## src/rtl/par_join_pkg.sv

```systemverilog
// par_join_pkg: shared types and constants for the parallel-join collector.
//   join_mode_e  - join semantics requested with a fork (RSVD behaves as JOIN)
//   join_state_e - collector FSM states
//   TIMEOUT_CYC_DEF - default WAIT/DRAIN cycle limit for the optional watchdog
package par_join_pkg;

  typedef enum logic [1:0] {
    JOIN      = 2'd0,
    JOIN_ANY  = 2'd1,
    JOIN_NONE = 2'd2,
    RSVD      = 2'd3
  } join_mode_e;

  typedef enum logic [1:0] {
    S_IDLE   = 2'd0,
    S_LAUNCH = 2'd1,
    S_WAIT   = 2'd2,
    S_DRAIN  = 2'd3
  } join_state_e;

  localparam int TIMEOUT_CYC_DEF = 255;

endpackage

```

## src/rtl/join_pending_mask.sv

```systemverilog
// join_pending_mask: outstanding-branch mask for the parallel-join collector.
// Ports:
//   clk, rst     - clock, asynchronous active-high reset
//   set_all_i    - load all ones (fork launched)
//   clr_en_i     - honour done pulses this cycle
//   force_clr_i  - clear the whole mask (watchdog)
//   done_i       - per-branch completion pulses
//   pending_o    - registered outstanding mask
//   any_valid_o  - at least one done pulse hits a pending branch
//   empty_o      - mask is empty once this cycle's valid completions apply
//   lo_idx_o     - lowest index among valid completions
//   hi_idx_o     - highest index among valid completions
module join_pending_mask #(
  parameter int NUM_BRANCH = 4,
  localparam int IDX_W     = $clog2(NUM_BRANCH)
) (
  input  logic                  clk,
  input  logic                  rst,
  input  logic                  set_all_i,
  input  logic                  clr_en_i,
  input  logic                  force_clr_i,
  input  logic [NUM_BRANCH-1:0] done_i,
  output logic [NUM_BRANCH-1:0] pending_o,
  output logic                  any_valid_o,
  output logic                  empty_o,
  output logic [IDX_W-1:0]      lo_idx_o,
  output logic [IDX_W-1:0]      hi_idx_o
);

  logic [NUM_BRANCH-1:0] pending_q, pending_d, valid_done;

  // Done pulses for branches that are not outstanding are dropped here.
  assign valid_done  = clr_en_i ? (done_i & pending_q) : '0;
  assign any_valid_o = |valid_done;
  assign empty_o     = ~|(pending_q & ~valid_done);
  assign pending_o   = pending_q;

  // NOTE: every variable in a combinational block gets a default first so
  // no path leaves it unassigned and no latch is inferred.
  always_comb begin
    pending_d = pending_q & ~valid_done;
    if (force_clr_i)    pending_d = '0;
    else if (set_all_i) pending_d = '1;
  end

  // Priority encoders: the last match in each loop wins.
  always_comb begin
    lo_idx_o = '0;
    hi_idx_o = '0;
    for (int i = NUM_BRANCH - 1; i >= 0; i--)
      if (valid_done[i]) lo_idx_o = IDX_W'(i);
    for (int i = 0; i < NUM_BRANCH; i++)
      if (valid_done[i]) hi_idx_o = IDX_W'(i);
  end

  // NOTE: state registers use non-blocking assignments so every flop samples
  // pre-edge values regardless of process ordering.
  always_ff @(posedge clk or posedge rst) begin
    if (rst) pending_q <= '0;
    else     pending_q <= pending_d;
  end

endmodule

```

## src/rtl/par_join_collector.sv

```systemverilog
// par_join_collector: launches NUM_BRANCH parallel branches and releases the
// parent with JOIN / JOIN_ANY / JOIN_NONE semantics.
// Optional build macro: PAR_JOIN_TIMEOUT_EN adds a WAIT/DRAIN watchdog and
// the `timeout` output.
// Ports:
//   clk, rst     - clock, asynchronous active-high reset
//   start, mode  - fork request and join mode (sampled in IDLE)
//   data_in      - parent operand, the JOIN_NONE result
//   branch_go    - one-cycle launch pulse to all branches
//   branch_done  - per-branch completion pulses
//   branch_data  - per-branch results, slice i valid with branch_done[i]
//   join_done    - one-cycle parent release
//   result       - registered join result, held until the next join_done
//   busy         - fork in flight (state != IDLE)
//   pending      - outstanding-branch mask
//   err_busy     - start seen while busy (ignored)
//   timeout      - watchdog fired (PAR_JOIN_TIMEOUT_EN only)
module par_join_collector
  import par_join_pkg::*;
#(
  parameter int NUM_BRANCH  = 4,
  parameter int DATA_W      = 8,
  parameter int TIMEOUT_CYC = TIMEOUT_CYC_DEF
) (
  input  logic                         clk,
  input  logic                         rst,
  input  logic                         start,
  input  logic [1:0]                   mode,
  input  logic [DATA_W-1:0]            data_in,
  output logic [NUM_BRANCH-1:0]        branch_go,
  input  logic [NUM_BRANCH-1:0]        branch_done,
  input  logic [NUM_BRANCH*DATA_W-1:0] branch_data,
  output logic                         join_done,
  output logic [DATA_W-1:0]            result,
  output logic                         busy,
  output logic [NUM_BRANCH-1:0]        pending,
  output logic                         err_busy
`ifdef PAR_JOIN_TIMEOUT_EN
  ,
  output logic                         timeout
`endif
);

  localparam int IDX_W = $clog2(NUM_BRANCH);

  join_state_e       state_q, state_d;
  join_mode_e        mode_q, mode_d;
  logic              join_done_q, join_done_d;
  logic [DATA_W-1:0] result_q, result_d;
  logic              set_all, clr_en, force_clr;
  logic              any_valid, empty;
  logic [IDX_W-1:0]  lo_idx, hi_idx;

  join_pending_mask #(.NUM_BRANCH(NUM_BRANCH)) u_mask (
    .clk         (clk),
    .rst         (rst),
    .set_all_i   (set_all),
    .clr_en_i    (clr_en),
    .force_clr_i (force_clr),
    .done_i      (branch_done),
    .pending_o   (pending),
    .any_valid_o (any_valid),
    .empty_o     (empty),
    .lo_idx_o    (lo_idx),
    .hi_idx_o    (hi_idx)
  );

  assign branch_go = {NUM_BRANCH{state_q == S_LAUNCH}};
  assign busy      = (state_q != S_IDLE);
  assign err_busy  = start && (state_q != S_IDLE);
  assign join_done = join_done_q;
  assign result    = result_q;

`ifdef PAR_JOIN_TIMEOUT_EN
  localparam int CNT_W = $clog2(TIMEOUT_CYC + 1);
  localparam logic [CNT_W-1:0] CNT_LAST = CNT_W'(TIMEOUT_CYC - 1);
  logic [CNT_W-1:0] cnt_q, cnt_d;
  logic             timeout_q, timeout_d;
  logic             in_wait_drain;
  assign in_wait_drain = (state_q == S_WAIT) || (state_q == S_DRAIN);
  assign timeout       = timeout_q;
  assign cnt_d         = in_wait_drain ? cnt_q + CNT_W'(1) : '0;
`else
  // No watchdog in this build; TIMEOUT_CYC is kept so both builds share one
  // parameter list.
  if (TIMEOUT_CYC < 1) begin : g_timeout_unused
  end
`endif

  always_comb begin
    state_d     = state_q;
    mode_d      = mode_q;
    join_done_d = 1'b0;
    result_d    = result_q;
    set_all     = 1'b0;
    clr_en      = 1'b0;
    force_clr   = 1'b0;
    unique case (state_q)
      S_IDLE: begin
        if (start) begin
          state_d = S_LAUNCH;
          mode_d  = join_mode_e'(mode);
          set_all = 1'b1;
          // JOIN_NONE releases the parent in the launch cycle itself.
          if (join_mode_e'(mode) == JOIN_NONE) begin
            join_done_d = 1'b1;
            result_d    = data_in;
          end
        end
      end
      // Done pulses are not honoured here: branches have not seen branch_go.
      S_LAUNCH: state_d = (mode_q == JOIN_NONE) ? S_DRAIN : S_WAIT;
      S_WAIT: begin
        clr_en = 1'b1;
        if (mode_q == JOIN_ANY) begin
          if (any_valid) begin
            join_done_d = 1'b1;
            result_d    = branch_data[int'(lo_idx)*DATA_W +: DATA_W];
            state_d     = empty ? S_IDLE : S_DRAIN;
          end
        end else if (any_valid && empty) begin
          join_done_d = 1'b1;
          result_d    = branch_data[int'(hi_idx)*DATA_W +: DATA_W];
          state_d     = S_IDLE;
        end
      end
      S_DRAIN: begin
        clr_en = 1'b1;
        if (empty) state_d = S_IDLE;
      end
      default: state_d = S_IDLE;
    endcase
`ifdef PAR_JOIN_TIMEOUT_EN
    timeout_d = 1'b0;
    // Watchdog overrides anything short of a normal return to IDLE.
    if (in_wait_drain && cnt_q == CNT_LAST && state_d != S_IDLE) begin
      force_clr = 1'b1;
      timeout_d = 1'b1;
      if (state_q == S_WAIT) join_done_d = 1'b1;
      result_d  = result_q;
      state_d   = S_IDLE;
    end
`endif
  end

  always_ff @(posedge clk or posedge rst) begin
    if (rst) begin
      state_q     <= S_IDLE;
      mode_q      <= JOIN;
      join_done_q <= 1'b0;
      result_q    <= '0;
    end else begin
      state_q     <= state_d;
      mode_q      <= mode_d;
      join_done_q <= join_done_d;
      result_q    <= result_d;
    end
  end

`ifdef PAR_JOIN_TIMEOUT_EN
  always_ff @(posedge clk or posedge rst) begin
    if (rst) begin
      cnt_q     <= '0;
      timeout_q <= 1'b0;
    end else begin
      cnt_q     <= cnt_d;
      timeout_q <= timeout_d;
    end
  end
`endif

endmodule

```

## config.mk

```make
export PLATFORM = sky130hd
export DESIGN_NAME = par_join_collector
export DESIGN_NICKNAME = d
export VERILOG_FILES = /design/src/rtl/par_join_pkg.sv /design/src/rtl/join_pending_mask.sv /design/src/rtl/par_join_collector.sv
export SDC_FILE = /design/constraint.sdc
export NUM_CORES = 1
export LEC_CHECK = 0
export CAP_MARGIN = 20
export CORE_MARGIN = 3
export CORE_UTILIZATION = 34
export CTS_BUF_LIST = sky130_fd_sc_hd__clkbuf_16
export DETAILED_ROUTE_END_ITERATION = 10
export MAX_ROUTING_LAYER = met4
export PLACE_DENSITY_LB_ADDON = 0.2
export RECOVER_POWER = 25
export SYNTH_ARGS = -nofsm -noshare
export SYNTH_HDL_FRONTEND = slang
export SYNTH_SLANG_ARGS = --single-unit
```

## constraint.sdc

```tcl
create_clock -name clk -period 1.8 [get_ports clk]
set_input_delay 0.54 -clock clk [delete_from_list [all_inputs] [get_ports clk]]
set_output_delay 0.54 -clock clk [all_outputs]
set_load 0.02 [all_outputs]
```

==> impl_metrics.tcl <==
set metrics [dict create \
    clk_path_buf_depth 2 \
    clock-sinks 17 \
    hold_class "flip-flop to flip-flop" \
    max-slew-margin-rel_pct 35.89 \
    ys_seq_elements 17 \
    overflow 0 \
    die_w_um 64.63 \
    coreArea_um2 3153 \
    yosys.cell_types.count 33 \
    root_buffer "clkbuf_16" \
    cts_buffers 3 \
    synth_area_per_cell_um2 10.07 \
    synth_top_area_share_pct 36.40 \
    path_class "primary input to flip-flop" \
    io_buffers 67 \
    detailed_place_hpwl_um 2926 \
    clkLatencyLatePin_ns 0.25 \
    globalplace.congestion 0.7601 \
    multiInputGateArea_um2 749.5 \
    dr.pass1.iters 4 \
    async_flop_share_pct 100.0 \
    tightest_slew_ns 0.9616 \
    die_y_um 64.63 \
    synth_area_leaders "dfrtp_1 (36%), mux2i_1 (21%), a221o_1 (6.9%), and3_1 (3.7%), buf_4 (3.2%)" \
    cp_max_fo 8 \
    antenna_cells 0 \
    rsz0062_at_grt "yes" \
    status "finished, final reports clean" \
    ys_warn_count 0 \
    cp-end-kind "flip-flop" \
    dp_cells 238 \
    cts_hold_buf 0 \
    max_cap_violations 0 \
    synth_largest_area_cell "dfrtp_1" \
    drt_iter0_markers 71 \
    register_area_um2 429.2 \
    synth_area_um2 1169 \
    cts_tree "yes" \
    fin_util_pct 69.13 \
    critPathSlowestCell "a221o_1" \
    antenna_found_initial 0 \
    area_growth_syn_to_layout_pct 86.51 \
    yosysSeqAreaShare_pct 36.40 \
    vias 1277 \
    rows 20 \
    synth_nets 165 \
    ys.flop_type "dfrtp_1" \
    slowest_delay_ns 0.34 \
    cp_cell_sequence "clkdlybuf4s15_1 > nand2b_4 > and4_1 > o2111a_2 > buf_6 > a221o_1" \
    grt_pass1_wl_um 6548 \
    initial_utilization_pct 37.06 \
    synth-edff-count 0 \
    final_cells 245 \
    setup_viol 0 \
    crit_arrival_ns 1.92 \
    fmax_ghz 0.5591 \
    post-route-period-util_pct 99.36 \
    first_global_vias 1366 \
    route.detailed.drc 0 \
    cts.clk_slew.worst_paths_ns 0.05 \
    worstPathRequired_ns 1.93 \
    htreeDepth 1 \
    fin_nets 251 \
    min_period_ns 1.789 \
    vias_per_cell 5.212 \
    p_sw_share_pct 40.65 \
    layout-drive-gt1-share_pct 25.87 \
    ant_nets 0 \
    power.share.sequential_pct 22.9 \
    synth_cells 116 \
    power_mw 3.416 \
    power.leakage_nw 0.9730 \
    worstSetupStartpointType "primary input" \
    wirelength_um 3951 \
    n_fill_cell 273 \
    die_area_um2 4176 \
    slew_violations 0 \
    num_io_pins 68 \
    skew_ns 0.001253 \
    intPower_mw 2.027 \
    pwr-share-clk_pct 12.9 \
    pwr-share-comb_pct 64.2 \
    powerDensity_nw_per_um2 1567 \
    p_sw_mw 1.389 \
    wl_per_cell_um 16.13 \
    mostFrequentLayoutCell "clkdlybuf4s50_1" \
    finalHoldViolCount 0 \
    grt_max_degree 18 \
    layout_common_cells "clkdlybuf4s50_1 (51), mux2i_1 (20), buf_4 (15)" \
    max-vdd-ir-drop_mv 0.9906 \
    grtUsageTotal_pct 20.74 \
]
[synthesized netlist by cell type (all sizes together), types with 2 or more instances]
library cell,n
nand2,7
mux2i,24
nor2,9
mux2,2
a221o,8
inv,5
nand2b,5
o21ai,8
dfrtp,17
and3,8
buf,6
[worst paths after layout]
kind / slack, ns / from / cells past startpoint / to
setup / recovery: 0.01 / branch_done[2] / 6 / result[2]$_DFFE_PP0P_
hold / removal: 0.52 / result[0]$_DFFE_PP0P_ / 1 / result[0]$_DFFE_PP0P_
setup reg to reg: 0.01 / u_mask.pending_o[1]$_DFF_PP0_ / 6 / result[1]$_DFFE_PP0P_
hold reg to reg: 0.52 / result[0]$_DFFE_PP0P_ / 1 / result[0]$_DFFE_PP0P_
max in group asynchronous: 0.27 / rst / 3 / u_mask.pending_o[3]$_DFF_PP0_
min in group asynchronous: 0.88 / rst / 3 / u_mask.pending_o[1]$_DFF_PP0_
[kinds of logic (layout without fill, tap and decap cells)]
kind of cell / after synthesis / count (layout) / synth area share (%)
simple gates: 36 / 37 / 17.56
flops: 17 / 17 / 36.40
compound gates: 25 / 25 / 17.45
buf+inv: 12 / 96 / 6.102
mux: 26 / 26 / 22.48
[flip-flops by register name, summed over array words and instances, names as in the netlist]
| signal | cells |
|---|---|
| result | 8 |
| u_mask.pending_o | 4 |
| mode_q | 2 |
| state_q | 2 |
| join_done | 1 |
[layer usage]
metal | GRT usage [%] | up-vias | part of all wire [%] | routed length [um]
li1 | - | 609 | - | -
met1 | 23.79 | 616 | 40 | 1588
met2 | 37.50 | 46 | 54 | 2128
met3 | 4.159 | 6 | 4.8 | 191
met4 | 4.222 | 0 | 1.1 | 42
met5 | - | - | 0 | 0
[worst max-delay path: cells and delay by family]
family | cells | cell delay (ns)
AOI/OAI and AO/OA | 2 | 0.65
and+or+nand+nor | 2 | 0.37
buffers and inverters | 2 | 0.35
[final cells by class]
class | instances | share of cell area (%)
Tap cell | 44 | 2.526
Timing Repair Buffer | 87 | 38.92
Sequential cell | 17 | 19.69
Clock buffer | 3 | 3.444
Inverter | 5 | 0.8611
Multi-Input combinational cell | 88 | 34.39
Clock inverter | 1 | 0.1722
[metrics by stage]
step           hold slack [ns]  cell area [um^2]  setup TNS, ns  setup slack, ns
6_report                0.5188              2180              0          0.01144
5_1_grt                 0.5398              2180        -0.5533         -0.07858
4_1_cts                 0.5147              2143       -0.02317         -0.02317
3_5_place_dp            0.5034              2007         -6.068          -0.6244
3_3_place_gp            0.4956              2007         -5.260          -0.5566
2_1_floorplan           0.4661              1181        -0.2473         -0.03808
[power by group through the flow]
stage          sequential (mW)  clock, mW  combinational, mW
2_1_floorplan            0.903          0               1.02
3_3_place_gp             0.742          0               1.99
3_5_place_dp             0.749          0               2.06
4_1_cts                  0.773      0.443               2.14
5_1_grt                  0.809      0.466               2.36
6_report                 0.781      0.442               2.19
[timing repair]
item	in CTS	in global routing
pin swaps	5	6
resized for setup	40	9
endpoints found under the hold margin	0	0
buffers inserted	0	1
setup endpoints to repair	19	14
cloned	1	1
(Power assumes the default switching activity.)
